<file path="config.mk">
export PLATFORM = sky130hd
export DESIGN_NAME = if_stage_fetch_flat
export DESIGN_NICKNAME = d
export VERILOG_FILES = /design/src/rtl/if_stage_fetch_if.sv /design/src/rtl/if_stage_fetch.sv /design/src/flat_wrapper.sv
export SDC_FILE = /design/constraint.sdc
export NUM_CORES = 1
export LEC_CHECK = 0
export ABC_AREA = 1
export CAP_MARGIN = 20
export CORE_MARGIN = 10
export CORE_UTILIZATION = 59
export DETAILED_ROUTE_END_ITERATION = 10
export GPL_TIMING_DRIVEN = 0
export PLACE_DENSITY_LB_ADDON = 0.08
export SLEW_MARGIN = 0
export SYNTH_ARGS = -nofsm -noshare
export SYNTH_HDL_FRONTEND = slang
export SYNTH_SLANG_ARGS = --single-unit
</file>
<file path="constraint.sdc">
create_clock -name clk -period 4.6 [get_ports clk]
set_input_delay 0.92 -clock clk [delete_from_list [all_inputs] [get_ports clk]]
set_output_delay 0.92 -clock clk [all_outputs]
set_load 0.01 [all_outputs]
</file>
<file path="src/rtl/if_stage_fetch_if.sv">
// Instruction-memory request/ack bus between the fetch stage and instruction memory.
interface if_stage_fetch_if #(
  parameter int unsigned WORD_WIDTH = 32
);
  logic                  imem_req;
  logic [WORD_WIDTH-1:0] imem_addr;
  logic                  imem_ack;
  logic [WORD_WIDTH-1:0] imem_rdata;

  modport master (
    output imem_req,
    output imem_addr,
    input  imem_ack,
    input  imem_rdata
  );

  modport slave (
    input  imem_req,
    input  imem_addr,
    output imem_ack,
    output imem_rdata
  );
endinterface

</file>
<file path="src/rtl/if_stage_fetch.sv">
// Instruction-fetch stage: holds the fetch PC, issues req/ack word fetches and
// presents each instruction with its PC+step to decode through a registered
// IF/ID slot backed by a one-entry skid buffer.
module if_stage_fetch #(
  parameter int unsigned           WORD_WIDTH = 32,
  parameter logic [WORD_WIDTH-1:0] RESET_PC   = '0,
  parameter int unsigned           PC_STEP    = 4
) (
  input  logic                  clk,
  input  logic                  rst,
  input  logic                  freeze,
  input  logic                  branch_taken,
  input  logic [WORD_WIDTH-1:0] branch_address,
  if_stage_fetch_if.master      imem,
  output logic [WORD_WIDTH-1:0] pc,
  output logic [WORD_WIDTH-1:0] instruction,
  output logic                  valid
);

  // StReq=0, StFull=1, StDrop=2; value 3 is unreachable and falls back to StReq.
  typedef enum logic [1:0] {
    StReq  = 2'd0,
    StFull = 2'd1,
    StDrop = 2'd2
  } state_e;

  state_e                state_q, state_d;
  logic [WORD_WIDTH-1:0] fetch_pc_q, fetch_pc_d;
  logic [WORD_WIDTH-1:0] redirect_q, redirect_d;
  logic [WORD_WIDTH-1:0] skid_q, skid_d;
  logic [WORD_WIDTH-1:0] skid_pc_q, skid_pc_d;
  logic [WORD_WIDTH-1:0] pc_q, pc_d;
  logic [WORD_WIDTH-1:0] instr_q, instr_d;
  logic                  valid_q, valid_d;

  logic                  slot_free;
  logic [WORD_WIDTH-1:0] fetch_pc_next;

  assign slot_free     = ~valid_q | ~freeze;
  assign fetch_pc_next = fetch_pc_q + WORD_WIDTH'(PC_STEP);

  // Request depends only on state and reset, so freeze/branch never reach the memory port.
  assign imem.imem_req  = rst & ((state_q == StReq) | (state_q == StDrop));
  assign imem.imem_addr = fetch_pc_q;

  assign pc          = pc_q;
  assign instruction = instr_q;
  assign valid       = valid_q;

  // Next-state, fetch PC, skid buffer and IF/ID slot update.
  always_comb begin
    state_d    = state_q;
    fetch_pc_d = fetch_pc_q;
    redirect_d = redirect_q;
    skid_d     = skid_q;
    skid_pc_d  = skid_pc_q;
    // A free slot with nothing loading turns into a bubble; an occupied frozen slot holds.
    if (slot_free) begin
      pc_d    = '0;
      instr_d = '0;
      valid_d = 1'b0;
    end else begin
      pc_d    = pc_q;
      instr_d = instr_q;
      valid_d = valid_q;
    end

    case (state_q)
      StReq: begin
        if (branch_taken) begin
          pc_d    = '0;
          instr_d = '0;
          valid_d = 1'b0;
          if (imem.imem_ack) begin
            fetch_pc_d = branch_address;
          end else begin
            // Keep the outstanding request stable; its data is dropped on arrival.
            redirect_d = branch_address;
            state_d    = StDrop;
          end
        end else if (imem.imem_ack) begin
          fetch_pc_d = fetch_pc_next;
          if (slot_free) begin
            pc_d    = fetch_pc_next;
            instr_d = imem.imem_rdata;
            valid_d = 1'b1;
          end else begin
            skid_d    = imem.imem_rdata;
            skid_pc_d = fetch_pc_next;
            state_d   = StFull;
          end
        end
      end
      StFull: begin
        if (branch_taken) begin
          pc_d       = '0;
          instr_d    = '0;
          valid_d    = 1'b0;
          fetch_pc_d = branch_address;
          state_d    = StReq;
        end else if (!freeze) begin
          pc_d    = skid_pc_q;
          instr_d = skid_q;
          valid_d = 1'b1;
          state_d = StReq;
        end
      end
      StDrop: begin
        pc_d    = '0;
        instr_d = '0;
        valid_d = 1'b0;
        if (imem.imem_ack) begin
          fetch_pc_d = branch_taken ? branch_address : redirect_q;
          state_d    = StReq;
        end else if (branch_taken) begin
          redirect_d = branch_address;
        end
      end
      default: begin
        state_d = StReq;
      end
    endcase
  end

  // State and datapath registers with asynchronous active-low reset.
  always_ff @(posedge clk or negedge rst) begin
    if (!rst) begin
      state_q    <= StReq;
      fetch_pc_q <= RESET_PC;
      redirect_q <= '0;
      skid_q     <= '0;
      skid_pc_q  <= '0;
      pc_q       <= '0;
      instr_q    <= '0;
      valid_q    <= 1'b0;
    end else begin
      state_q    <= state_d;
      fetch_pc_q <= fetch_pc_d;
      redirect_q <= redirect_d;
      skid_q     <= skid_d;
      skid_pc_q  <= skid_pc_d;
      pc_q       <= pc_d;
      instr_q    <= instr_d;
      valid_q    <= valid_d;
    end
  end

endmodule

</file>
<file path="src/flat_wrapper.sv">
// flat-port wrapper written by rule: the top's interface ports become plain ports
module if_stage_fetch_flat 
#(
  parameter int unsigned           WORD_WIDTH = 32,
  parameter logic [WORD_WIDTH-1:0] RESET_PC   = '0,
  parameter int unsigned           PC_STEP    = 4
)
  (clk, rst, freeze, branch_taken, branch_address, pc, instruction, valid, imem_imem_req, imem_imem_addr, imem_imem_ack, imem_imem_rdata);
  if_stage_fetch_if #(.WORD_WIDTH(WORD_WIDTH)) imem_i ();
  input  logic clk;
  input  logic rst;
  input  logic freeze;
  input  logic branch_taken;
  input  logic [WORD_WIDTH-1:0] branch_address;
  output logic [WORD_WIDTH-1:0] pc;
  output logic [WORD_WIDTH-1:0] instruction;
  output logic valid;
  output wire logic [$bits(imem_i.imem_req)-1:0] imem_imem_req;
  output wire logic [$bits(imem_i.imem_addr)-1:0] imem_imem_addr;
  input wire logic [$bits(imem_i.imem_ack)-1:0] imem_imem_ack;
  input wire logic [$bits(imem_i.imem_rdata)-1:0] imem_imem_rdata;
  assign imem_imem_req = imem_i.imem_req;
  assign imem_imem_addr = imem_i.imem_addr;
  assign imem_i.imem_ack = imem_imem_ack;
  assign imem_i.imem_rdata = imem_imem_rdata;
  if_stage_fetch #(.WORD_WIDTH(WORD_WIDTH), .RESET_PC(RESET_PC), .PC_STEP(PC_STEP)) u_core (.clk(clk), .rst(rst), .freeze(freeze), .branch_taken(branch_taken), .branch_address(branch_address), .imem(imem_i), .pc(pc), .instruction(instruction), .valid(valid));
endmodule
</file>
Word-level counts from Yosys, hierarchy flattened
Index checks and enable logic that the tools add are counted.

Add/subtract/negate cells: 1. Equal/unequal tests: 12. Mux-type cells: 40. Bitwise logic cells: 7. Reduce and logical (&&, ||, !) cells: 7.

Operator list (number): $mux W32 (21); $pmux W32 S3 (3); $pmux W32 S2 (1); $add A32 B3 Y32 const B (1); $mux W2 (7); $ne A2 B2 Y1 const B (6); $ne A3 B3 Y1 const B (4); $reduce_and A4 Y1 (3); $mux W1 (6); $pmux W2 S3 (1); $reduce_and A5 Y1 (1); $not A1 Y1 (4); $pmux W1 S3 (1); $reduce_bool A3 Y1 (1); $eq A2 B1 Y1 const B (1); $eq A2 B2 Y1 const B (1); $logic_not A2 Y1 (1); $or A1 B1 Y1 (2); $reduce_bool A2 Y1 (1); $and A1 B1 Y1 (1).

Register bits after elaboration: 195. Word-level logic and storage cells: 75.

Logic depth before layout (Yosys ltp)
Word-level depth: 7. Depth in mapped cells: 13. Depth with buffers taken out: 13.

Worst setup path before layout
No wires, ideal clock.

Kind: register to output. Start: register u_core.state_q[0]. End: output port imem_imem_req. Data arrival time: 1.279 ns. Slack: 2.401 ns. Stages on the path, launching flop included: 6. Cell sequence: dfrtp_1 > inv_1 > ha_1 > buf_2 > buf_1 > o21a_1.

Word-level cells in the longest chain between the ends: 3. Elaborated cells between the ends (all ways): 4. Classes of those cells: eq/ne (1); bitwise (2); reduce/logical (1).

RTL lines: start: declaration (line if_stage_fetch.sv:27) `state_e state_q, state_d;`; start signal: assignment (line if_stage_fetch.sv:128) `state_q <= StReq;`; start signal: assignment (line if_stage_fetch.sv:137) `state_q <= state_d;`; $eq A2 B2 Y1 or $logic_not A2 Y1 (tied branches) (line if_stage_fetch.sv:43) `assign imem.imem_req = rst & ((state_q == StReq) | (state_q == StDrop));`; $or A1 B1 Y1 * (line if_stage_fetch.sv:43); $and A1 B1 Y1 * (line if_stage_fetch.sv:43); end: declaration (line flat_wrapper.sv:18) `output wire logic [$bits(imem_i.imem_req)-1:0] imem_imem_req;`.

Every way passes the cells marked *; elsewhere a longest branch is shown, timed or not.

Final worst setup path
Start: input port rst. End: output port imem_imem_req.

Word-level cells in the longest chain between the ends: 1.

RTL lines: start: declaration (line flat_wrapper.sv:11) `input logic rst;`; $and A1 B1 Y1 (line if_stage_fetch.sv:43).

Every way passes these cells.

==> flow_summary.toml <==
[worst_setup_path]
endpoint_kind = "primary output"
slowest_delay_ns = 0.59
crit_slowest_cell = "buf_8"
cp_cell_sequence = "buf_8 > buf_16 > o21a_1 > clkdlybuf4s50_1"
crit_arrival_ns = 2.74
crit_path_max_fanout = 115
worstPathRequired_ns = 3.68
path_class = "in2out"
worstSetupStartpointType = "input port"

[worst_hold_path]
min_path_type = "reg2reg"

[global_route]
grt_max_degree = 116
grt_pass1_vias = 10711
overflow = 0
grt_pass1_wl_mm = 56.2
grt_use_total_pct = 28.8
antenna_found_initial = 0

[logic_synthesis]
netlist_top_cells_area = "dfrtp_1 45%, nand2_1 13%, nand3_1 6.5%"
ys.warnings.count = 0
synth_cell_types = 45
synth-edff-count = 0
syn_nets = 1494
synth_area_leader_cell = "dfrtp_1"
yosysSeqAreaShare_pct = 44.7
syn_area_per_cell_sq_um = 7.70
syn_area_sq_mm = 0.0109
synth_top_area_share_pct = 44.7
ys.flop_type = "dfrtp_1"
synth-seq-cells = 195
async_flop_share_pct = 100
netlist_instances = 1420

[routing]
top_layer = "met4"
avgRoutedWirePerCell_um = 19.3
vias_per_cell = 5.98
dr_wl_met3_mm = 3.39
wl_mm = 35.6
drc = 0
dr.pass1.iters = 6
ant_nets = 0
drtIter0Drc = 996
met1Wirelength_mm = 14.0
wl_met2_mm = 16.9
vias = 11041

[cts]
htree_levels = 4
clock_latency_ns = 0.46
cts_buffer_depth = 2
post_cts_resized = 0
cts_tree = "built"
post-cts-setup-buffers = 0
cts_buffers = 17
clkSinkCount = 195
cts_root_buf = "clkbuf_16"
cts_hold_buf = 0
clk_pin_slew_worst_paths_ns = 0.08

[power]
p_leak_nw = 6.10
vdd_drop_max_uv = 356
p_per_area_mw_per_mm2 = 597

[die]
io_pins = 167
placementRows = 49
die_area_sq_mm = 0.0244
die_h_um = 156
core_sq_mm = 0.0181
die_w_um = 156
initial_core_util_pct = 60.4

[sta]
finalCritPeriodShare_pct = 79.6
hold_viol_final = 0
report.final.slew_viol_count = 0
setup_viol = 0
max_slew_margin_pct = 40.5
rsz0062_at_grt = "no"
finalCriticalPeriod_ns = 3.66
skew_ns = 0.00997
worst_slack_ns = 0.938
fmax_mhz = 273
tightest_slew_ns = 0.893
whs_ns = 0.487

[cells_and_area]
nets = 1680
drive_above_1_share_pct = 8.71
area_growth_pct = 23.4
most-common-layout-cells = "392 x nand2_1, 195 x dfrtp_1, 165 x clkdlybuf4s50_1"
final_util_pct = 74.6
diodes = 0
final_common_cell = "nand2_1"

[place]
post-dp-hpwl_mm = 26.2
place_ws_ns = 0.858
io_buffer_count = 166
gp_congestion = 0.980

[run]
maxCapViolCount = 0

[run_status]
status = "completed"
## synth_stat cells (4+ instances only)
cell type    n
a221oi_1     4
a31oi_1      6
buf_4        6
o311ai_1     9
ha_1         5
o311ai_0     7
nand2_1    392
nand2_2      6
a21oi_1     67
inv_1      149
dfrtp_1    195
inv_2       10
o21a_1      15
nor2_1      58
nand3_1    141
o311ai_2    20
nor2_4       6
xor2_1       7
clkbuf_1    41
buf_2       33
nand4_1      5
nor2_2      12
o21ai_0    121
o21ai_1     14
o211ai_1    41
buf_1        7
a22oi_1      7
a211oi_1     7
## routing by layer
layer  track usage [%]  vias to the layer above
met2              47.4                      605
met3              7.14                      105
met5                 0                        -
met1              35.0                     5240
met4              12.9                        0
li1                  -                     5091
## flip-flops by register name, summed over array words and instances, names as in the netlist
register,flops
u_core.skid_q,32
u_core.state_q,2
u_core.redirect_q,32
u_core.valid,1
u_core.pc,32
u_core.imem.imem_addr,32
u_core.skid_pc_q,32
u_core.instruction,32
## final timing paths
check,from,slack [ns],depth (start not counted),to
worst max register to register,u_core.state_q[1]$_DFFE_PN0P_,2.12,11,u_core.imem.imem_addr[27]$_DFFE_PN0P_
worst max-delay path,rst,0.94,4,imem_imem_req
worst min register to register,u_core.skid_pc_q[24]$_DFFE_PN0P_,0.49,2,u_core.skid_pc_q[24]$_DFFE_PN0P_
min in group asynchronous,rst,0.51,1,u_core.instruction[22]$_DFF_PN0_
worst min-delay path,u_core.skid_pc_q[24]$_DFFE_PN0P_,0.49,2,u_core.skid_pc_q[24]$_DFFE_PN0P_
max in group asynchronous,rst,3.17,2,u_core.imem.imem_addr[19]$_DFFE_PN0P_
## stage by stage
step                 TNS, ns  cells  total power [mW]  area, sq um
floorplan                  0   1420              4.96        10900
global placement    -1119.78   1815              6.41        12900
detailed placement         0   1816              6.50        12900
CTS                        0   1847              7.98        13500
global route               0   1847              8.54        13500
finish                     0   1847              8.05        13500
## worst max-delay path: cells and delay by family
kind | cells | cell delay (ns)
buf+inv | 3 | 1.53
compound gates | 1 | 0.19
## final cells by class
| type | count | area [sq um] |
|---|---|---|
| Buffer | 90 | 424 |
| Multi-Input combinational cell | 973 | 5010 |
| Tap cell | 229 | 287 |
| Inverter | 162 | 613 |
| Timing Repair Buffer | 167 | 1690 |
| Clock buffer | 17 | 425 |
| Sequential cell | 195 | 4880 |
| Fill cell | 1433 | 4600 |
| Clock inverter | 14 | 150 |
## cell families after synthesis
group           after synthesis  synth area share (%)
flops                       195                  44.7
fa+ha+maj                     5                 0.572
compound gates              327                  19.6
buf+inv                     252                  9.49
simple gates                630                  24.6
xor+xnor                     11                  1.09
## power by group
group / switching (mW) / total, mW / leakage [nW] / internal (mW)
combinational: 2.27 / 3.68 / 3.30 / 1.41
sequential: 0.522 / 2.89 / 2.53 / 2.37
clock: 0.766 / 1.49 / 0.274 / 0.719
Power figures use the tool's default switching activity.
